==> src/rtl/wishbone_dev_router_if.sv <==
// rtl/wishbone_dev_router_if.sv - Wishbone B4 Classic controller-side bus bundle for wishbone_dev_router
interface wishbone_dev_router_if #(
    parameter int DAT_WIDTH = 32,
    parameter int ADR_WIDTH = 8
);
    logic                   cyc_i;
    logic                   stb_i;
    logic                   we_i;
    logic [ADR_WIDTH-1:0]   adr_i;
    logic [DAT_WIDTH-1:0]   dat_i;
    logic [DAT_WIDTH/8-1:0] sel_i;
    logic [DAT_WIDTH-1:0]   dat_o;
    logic                   ack_o;
    logic                   err_o;

    modport slave (
        input  cyc_i, stb_i, we_i, adr_i, dat_i, sel_i,
        output dat_o, ack_o, err_o
    );

    modport master (
        output cyc_i, stb_i, we_i, adr_i, dat_i, sel_i,
        input  dat_o, ack_o, err_o
    );
endinterface

==> src/rtl/wishbone_dev_router.sv <==
// rtl/wishbone_dev_router.sv - Wishbone Classic device front-end routing single cycles to NUM_CH back-end devices
// Optional device timeout enabled by defining WB_DEV_ROUTER_TIMEOUT_EN.
module wishbone_dev_router #(
    parameter int                DAT_WIDTH  = 32,
    parameter int                ADR_WIDTH  = 8,
    parameter int                NUM_CH     = 4,
    parameter logic [NUM_CH-1:0] CH_PRESENT = {NUM_CH{1'b1}},
    parameter int                TIMEOUT    = 15
) (
    input  logic                                  clk_i,
    input  logic                                  rst_ni,
    wishbone_dev_router_if.slave                  wb,
    output logic [NUM_CH-1:0]                     req_o,
    output logic                                  write_en_o,
    output logic [ADR_WIDTH-$clog2(NUM_CH)-1:0]   addr_o,
    output logic [DAT_WIDTH-1:0]                  write_data_o,
    output logic [DAT_WIDTH/8-1:0]                byte_en_o,
    input  logic [NUM_CH*DAT_WIDTH-1:0]           read_data_i,
    input  logic [NUM_CH-1:0]                     ack_i
);
    localparam int CH_BITS = $clog2(NUM_CH);
    localparam int LOW_W   = ADR_WIDTH - CH_BITS;
    localparam int BE_W    = DAT_WIDTH / 8;

    typedef enum logic [1:0] {
        IDLE = 2'd0,
        BUSY = 2'd1,
        RESP = 2'd2
    } state_t;

    state_t               state_q, state_d;
    logic [NUM_CH-1:0]    req_q, req_d;
    logic                 we_q, we_d;
    logic [LOW_W-1:0]     addr_q, addr_d;
    logic [DAT_WIDTH-1:0] wdata_q, wdata_d;
    logic [BE_W-1:0]      be_q, be_d;
    logic [CH_BITS-1:0]   ch_q, ch_d;
    logic [DAT_WIDTH-1:0] dat_q, dat_d;
    logic                 ack_q, ack_d;
    logic                 err_q, err_d;

    logic [CH_BITS-1:0]   adr_ch;
    logic [DAT_WIDTH-1:0] rd_sel;
    logic                 dev_ack;

`ifdef WB_DEV_ROUTER_TIMEOUT_EN
    localparam int CNT_W = $clog2(TIMEOUT + 1);
    logic [CNT_W-1:0] cnt_q, cnt_d;
`endif

    assign adr_ch  = wb.adr_i[ADR_WIDTH-1 -: CH_BITS];
    assign dev_ack = ack_i[ch_q];

    // Read data mux keyed by the latched channel, not the live address.
    always_comb begin
        rd_sel = '0;
        for (int k = 0; k < NUM_CH; k++) begin
            if (ch_q == k[CH_BITS-1:0]) begin
                rd_sel = read_data_i[k*DAT_WIDTH +: DAT_WIDTH];
            end
        end
    end

    always_comb begin
        state_d = state_q;
        req_d   = req_q;
        we_d    = we_q;
        addr_d  = addr_q;
        wdata_d = wdata_q;
        be_d    = be_q;
        ch_d    = ch_q;
        dat_d   = dat_q;
        ack_d   = 1'b0;
        err_d   = 1'b0;
`ifdef WB_DEV_ROUTER_TIMEOUT_EN
        cnt_d   = cnt_q;
`endif
        unique case (state_q)
            IDLE: begin
                if (wb.cyc_i && wb.stb_i) begin
                    we_d    = wb.we_i;
                    addr_d  = wb.adr_i[LOW_W-1:0];
                    wdata_d = wb.dat_i;
                    be_d    = wb.sel_i;
                    ch_d    = adr_ch;
                    if (!CH_PRESENT[adr_ch]) begin
                        err_d   = 1'b1;
                        state_d = RESP;
                    end else begin
                        req_d         = '0;
                        req_d[adr_ch] = 1'b1;
                        state_d       = BUSY;
`ifdef WB_DEV_ROUTER_TIMEOUT_EN
                        cnt_d         = '0;
`endif
                    end
                end
            end
            BUSY: begin
                // A controller abort takes priority over a coincident device ack.
                if (!wb.cyc_i) begin
                    req_d   = '0;
                    state_d = IDLE;
                end else if (dev_ack) begin
                    if (!we_q) begin
                        dat_d = rd_sel;
                    end
                    req_d   = '0;
                    ack_d   = 1'b1;
                    state_d = RESP;
                end
`ifdef WB_DEV_ROUTER_TIMEOUT_EN
                else if (cnt_q == CNT_W'(TIMEOUT - 1)) begin
                    req_d   = '0;
                    err_d   = 1'b1;
                    state_d = RESP;
                end else begin
                    cnt_d = cnt_q + 1'b1;
                end
`endif
            end
            RESP: begin
                state_d = IDLE;
            end
            default: begin
                req_d   = '0;
                state_d = IDLE;
            end
        endcase
    end

    always_ff @(posedge clk_i or negedge rst_ni) begin
        if (!rst_ni) begin
            state_q <= IDLE;
            req_q   <= '0;
            we_q    <= 1'b0;
            addr_q  <= '0;
            wdata_q <= '0;
            be_q    <= '0;
            ch_q    <= '0;
            dat_q   <= '0;
            ack_q   <= 1'b0;
            err_q   <= 1'b0;
        end else begin
            state_q <= state_d;
            req_q   <= req_d;
            we_q    <= we_d;
            addr_q  <= addr_d;
            wdata_q <= wdata_d;
            be_q    <= be_d;
            ch_q    <= ch_d;
            dat_q   <= dat_d;
            ack_q   <= ack_d;
            err_q   <= err_d;
        end
    end

`ifdef WB_DEV_ROUTER_TIMEOUT_EN
    always_ff @(posedge clk_i or negedge rst_ni) begin
        if (!rst_ni) begin
            cnt_q <= '0;
        end else begin
            cnt_q <= cnt_d;
        end
    end
`endif

    assign req_o        = req_q;
    assign write_en_o   = we_q;
    assign addr_o       = addr_q;
    assign write_data_o = wdata_q;
    assign byte_en_o    = be_q;
    assign wb.dat_o     = dat_q;
    assign wb.ack_o     = ack_q;
    assign wb.err_o     = err_q;
endmodule

==> src/flat_wrapper.sv <==
// flat-port wrapper written by rule: the top's interface ports become plain ports
module wishbone_dev_router_flat 
#(
    parameter int                DAT_WIDTH  = 32,
    parameter int                ADR_WIDTH  = 8,
    parameter int                NUM_CH     = 4,
    parameter logic [NUM_CH-1:0] CH_PRESENT = {NUM_CH{1'b1}},
    parameter int                TIMEOUT    = 15
)
  (clk_i, rst_ni, req_o, write_en_o, addr_o, write_data_o, byte_en_o, read_data_i, ack_i, wb_cyc_i, wb_stb_i, wb_we_i, wb_adr_i, wb_dat_i, wb_sel_i, wb_dat_o, wb_ack_o, wb_err_o);
  wishbone_dev_router_if #(.DAT_WIDTH(DAT_WIDTH), .ADR_WIDTH(ADR_WIDTH)) wb_i ();
  input  logic clk_i;
  input  logic rst_ni;
  output logic [NUM_CH-1:0] req_o;
  output logic write_en_o;
  output logic [ADR_WIDTH-$clog2(NUM_CH)-1:0] addr_o;
  output logic [DAT_WIDTH-1:0] write_data_o;
  output logic [DAT_WIDTH/8-1:0] byte_en_o;
  input  logic [NUM_CH*DAT_WIDTH-1:0] read_data_i;
  input  logic [NUM_CH-1:0] ack_i;
  input wire logic [$bits(wb_i.cyc_i)-1:0] wb_cyc_i;
  input wire logic [$bits(wb_i.stb_i)-1:0] wb_stb_i;
  input wire logic [$bits(wb_i.we_i)-1:0] wb_we_i;
  input wire logic [$bits(wb_i.adr_i)-1:0] wb_adr_i;
  input wire logic [$bits(wb_i.dat_i)-1:0] wb_dat_i;
  input wire logic [$bits(wb_i.sel_i)-1:0] wb_sel_i;
  output wire logic [$bits(wb_i.dat_o)-1:0] wb_dat_o;
  output wire logic [$bits(wb_i.ack_o)-1:0] wb_ack_o;
  output wire logic [$bits(wb_i.err_o)-1:0] wb_err_o;
  assign wb_i.cyc_i = wb_cyc_i;
  assign wb_i.stb_i = wb_stb_i;
  assign wb_i.we_i = wb_we_i;
  assign wb_i.adr_i = wb_adr_i;
  assign wb_i.dat_i = wb_dat_i;
  assign wb_i.sel_i = wb_sel_i;
  assign wb_dat_o = wb_i.dat_o;
  assign wb_ack_o = wb_i.ack_o;
  assign wb_err_o = wb_i.err_o;
  wishbone_dev_router #(.DAT_WIDTH(DAT_WIDTH), .ADR_WIDTH(ADR_WIDTH), .NUM_CH(NUM_CH), .CH_PRESENT(CH_PRESENT), .TIMEOUT(TIMEOUT)) u_core (.clk_i(clk_i), .rst_ni(rst_ni), .wb(wb_i), .req_o(req_o), .write_en_o(write_en_o), .addr_o(addr_o), .write_data_o(write_data_o), .byte_en_o(byte_en_o), .read_data_i(read_data_i), .ack_i(ack_i));
endmodule
==> config.mk <==
export PLATFORM = sky130hd
export DESIGN_NAME = wishbone_dev_router_flat
export DESIGN_NICKNAME = d
export VERILOG_FILES = /design/src/rtl/wishbone_dev_router_if.sv /design/src/rtl/wishbone_dev_router.sv /design/src/flat_wrapper.sv
export SDC_FILE = /design/constraint.sdc
export NUM_CORES = 1
export LEC_CHECK = 0
export ABC_AREA = 1
export CAP_MARGIN = 5
export CORE_MARGIN = 1.5
export CORE_UTILIZATION = 38
export CTS_CLUSTER_SIZE = 16
export DETAILED_ROUTE_END_ITERATION = 10
export HOLD_SLACK_MARGIN = 0.03
export PLACE_DENSITY = 0.91
export SETUP_SLACK_MARGIN = 0.4
export SYNTH_ARGS = -nofsm -noshare
export SYNTH_HDL_FRONTEND = slang
export SYNTH_SLANG_ARGS = --single-unit
export TNS_END_PERCENT = 20
==> constraint.sdc <==
create_clock -name clk_i -period 1.85 [get_ports clk_i]
set_clock_uncertainty 0.2 [all_clocks]
set_input_delay 0.37 -clock clk_i [delete_from_list [all_inputs] [get_ports clk_i]]
set_output_delay 0.37 -clock clk_i [all_outputs]
set_load 0.005 [all_outputs]
==> results.py <==
metrics = {
    "global_routing": {
        "grt.met2_usage": 0.441,
        "gr-total-overflow": 0,
        "grt_util_met1": 0.301,
        "top_usage_layer": "met2",
        "grt_antenna_before_repair": 0,
        "use_met3": 0.0604,
        "grt_pass1_vias": 4731,
        "grt_start_max_net_pins": 55,
        "grt.total_usage": 0.254,
        "grt_pass1_wl_mm": 23.2,
    },
    "hold_path": {
        "worstHoldPathType": "reg2reg",
    },
    "flow_run": {
        "drv_cap": 0,
    },
    "setup_path": {
        "cp_slowest_stage_delay_ps": 500,
        "cpMostUsedCell": "nand2_2",
        "end_kind": "register",
        "arrival_ps": 1670,
        "start_kind": "register",
        "crit_type": "reg2reg",
        "crit_chain": "clkinv_4 > nand2_2 > nand2_2 > nand2_2 > nand2_2 > nand3_4 > clkbuf_16 > nand2_2 > nand2_1",
        "path_max_fanout": 8,
        "worst_ep_required_time_ps": 1880,
        "cpMaxStageDelayCell": "dfrtp_2",
    },
    "logic_synthesis": {
        "synth_area_per_cell_um2": 7.56,
        "yosysSeqAreaShare": 0.494,
        "synth-simple-area-share": 0.442,
        "ys_seq_elements": 84,
        "synth_fa_ha_area_frac": 0,
        "synth.most_common_cell": "nand2_1",
        "synth_compound_area_frac": 0.00529,
        "synthFlopType": "dfrtp_1",
        "ys_types": 20,
        "synth_top_family_by_area": "simple AND/OR/NAND/NOR gates",
        "syn-instance-count": 563,
        "synth_mux_area_frac": 0,
        "async_reset_ff_frac": 1.00,
        "synth-edff-count": 0,
        "synth_fp_nets": 744,
        "netlist_area_um2": 4260,
        "netlist.area_leader.share": 0.494,
        "synthXorXnorAreaFrac": 0,
        "synth_largest_area_cell": "dfrtp_1",
        "ys.warnings.count": 0,
        "synth.top_cells.by_area": "dfrtp_1 49%, nand2_1 22%, nand3_1 16%",
        "synth_common_cells": "249 x nand2_1, 137 x nand3_1, 84 x dfrtp_1, 32 x nand4_1, 18 x buf_2",
    },
    "floorplanning": {
        "die_width_um": 109,
        "initial_core_util": 0.391,
        "core_area_um2": 10900,
        "rows": 38,
        "dieHeight_um": 109,
        "io_pins": 262,
        "die-area_um2": 11800,
    },
    "sta": {
        "setup_viol": 0,
        "max_freq_mhz": 611,
        "slew_violations": 0,
        "final-hold-violation-count": 0,
        "rsz0062_at_grt": "yes",
        "fin_crit_ps": 1640,
        "final.period_utilization": 0.885,
    },
    "pwr": {
        "ir_worst_vdd_v": 0.000521,
        "power.density_nw_per_um2": 1020,
        "p_leak_nw": 3.64,
    },
    "drt": {
        "routed_wl_mm": 15.2,
        "first_pass_iters": 5,
        "vias_per_cell": 5.07,
        "drc": 0,
        "vias": 4949,
        "ant_nets": 0,
        "detail_route.iter0.violations": 319,
        "wire_per_inst_um": 15.6,
    },
    "place": {
        "port_buffers": 260,
        "dp_cells": 940,
        "hpwlAfterDp_mm": 11.0,
        "place_congestion": 0.834,
        "place_area_um2": 7080,
    },
    "finish": {
        "drive_gt1_frac": 0.147,
        "fillerInstances": 946,
        "layout.nets": 1013,
        "synthToLayoutAreaGrowth_pct": 74.0,
        "final_cells": 977,
        "postLayoutCellArea_um2": 7410,
        "diodes": 0,
    },
    "clock_network": {
        "clk_path_buf_depth": 2,
        "numClockSinks": 84,
        "clk_latency_ps": 340,
        "clk_pin_slew_ps": 90,
        "root_buffer": "clkbuf_8",
        "cts_buffers": 9,
        "tritoncts": "done",
        "cts_htree_levels": 3,
    },
    "run_status": {
        "outcome": "completed",
    },
}
worst paths after layout:
kind | from | endpoint | slack [ps] | depth (start not counted)
min in group asynchronous | rst_ni | u_core.wb.dat_o[1] | 300 | 2
setup / recovery | u_core.ch_q[0] | u_core.wb.dat_o[17] | 210 | 9
hold / removal | u_core.write_data_o[24] | u_core.write_data_o[24] | 270 | 2
setup reg to reg | u_core.ch_q[0] | u_core.wb.dat_o[17] | 210 | 9
hold reg to reg | u_core.write_data_o[24] | u_core.write_data_o[24] | 270 | 2
max in group asynchronous | rst_ni | u_core.ch_q[0] | 630 | 3
critical path, delay by kind of cell (launching register included):
kind / cells / cell delay (ps)
DFF: 1 / 500
and+or+nand+nor: 7 / 500
buffers and inverters: 2 / 320
flip-flops by register name (all words and copies together) (netlist names):
register / count
u_core.state_q: 2
u_core.wb.dat_o: 32
u_core.req_o: 4
u_core.ch_q: 2
u_core.write_data_o: 32
u_core.wb.ack_o: 1
u_core.byte_en_o: 4
u_core.write_en_o: 1
u_core.addr_o: 6
per-layer routing:
layer | wire (um) | share of wire
met1 | 6070 | 0.40
met2 | 7500 | 0.49
met3 | 1100 | 0.072
met4 | 546 | 0.036
met5 | 0 | 0
layout make-up:
type,instances,area [um^2],area share
Clock buffer,10,138,0.0186
Inverter,7,33.8,0.00456
Tap cell,140,175,0.0237
Clock inverter,6,93.8,0.0127
Timing Repair Buffer,301,2870,0.388
Sequential cell,84,2100,0.284
Multi-Input combinational cell,429,1990,0.268
metrics by stage:
| stage | TNS (ps) | total power, W | util | setup WS, ps | hold slack, ps |
|---|---|---|---|---|---|
| floorplan | 0 | 0.00418 | - | 405 | -126 |
| detailed placement | -3510 | 0.00625 | 0.650 | -117 | 111 |
| global route | 0 | 0.00809 | 0.680 | 116 | 297 |
| global placement | -2880 | 0.00616 | 0.650 | -99.5 | 109 |
| finish | 0 | 0.00756 | 0.680 | 212 | 271 |
| CTS | 0 | 0.00745 | 0.665 | 258 | 275 |
where the power goes:
part,total (W),internal [W],switching (W)
Clock,0.00149,0.000810,0.000685
Combinational,0.00332,0.00164,0.00168
Sequential,0.00275,0.00240,0.000352
timing repair:
action | CTS | global route
endpoints found under the setup margin | 162 | 162
gates cloned | 0 | 3
pin swaps | 2 | 4
setup buffers | 16 | 1
gates resized for setup | 178 | 29
hold buffers | 1 | 0
endpoints found under the hold margin | 25 | 0
cells by family (layout without fill, tap and decap cells):
family,after synthesis,after routing
simple gates,424,424
flops,84,84
buf+inv,50,324
compound gates,4,4
other cells,1,1
placed cells by master, fill, tap and decap left out, types with 4 or more instances in the layout:
master	count
nand2_2	22
buf_2	31
clkdlybuf4s50_1	179
nand3_1	135
buf_6	4
nand4_1	32
dfrtp_1	82
buf_12	8
dlygate4sd2_1	48
nand2_1	227
clkbuf_8	10
buf_4	25
No activity file was read; power rests on OpenSTA's default activity.
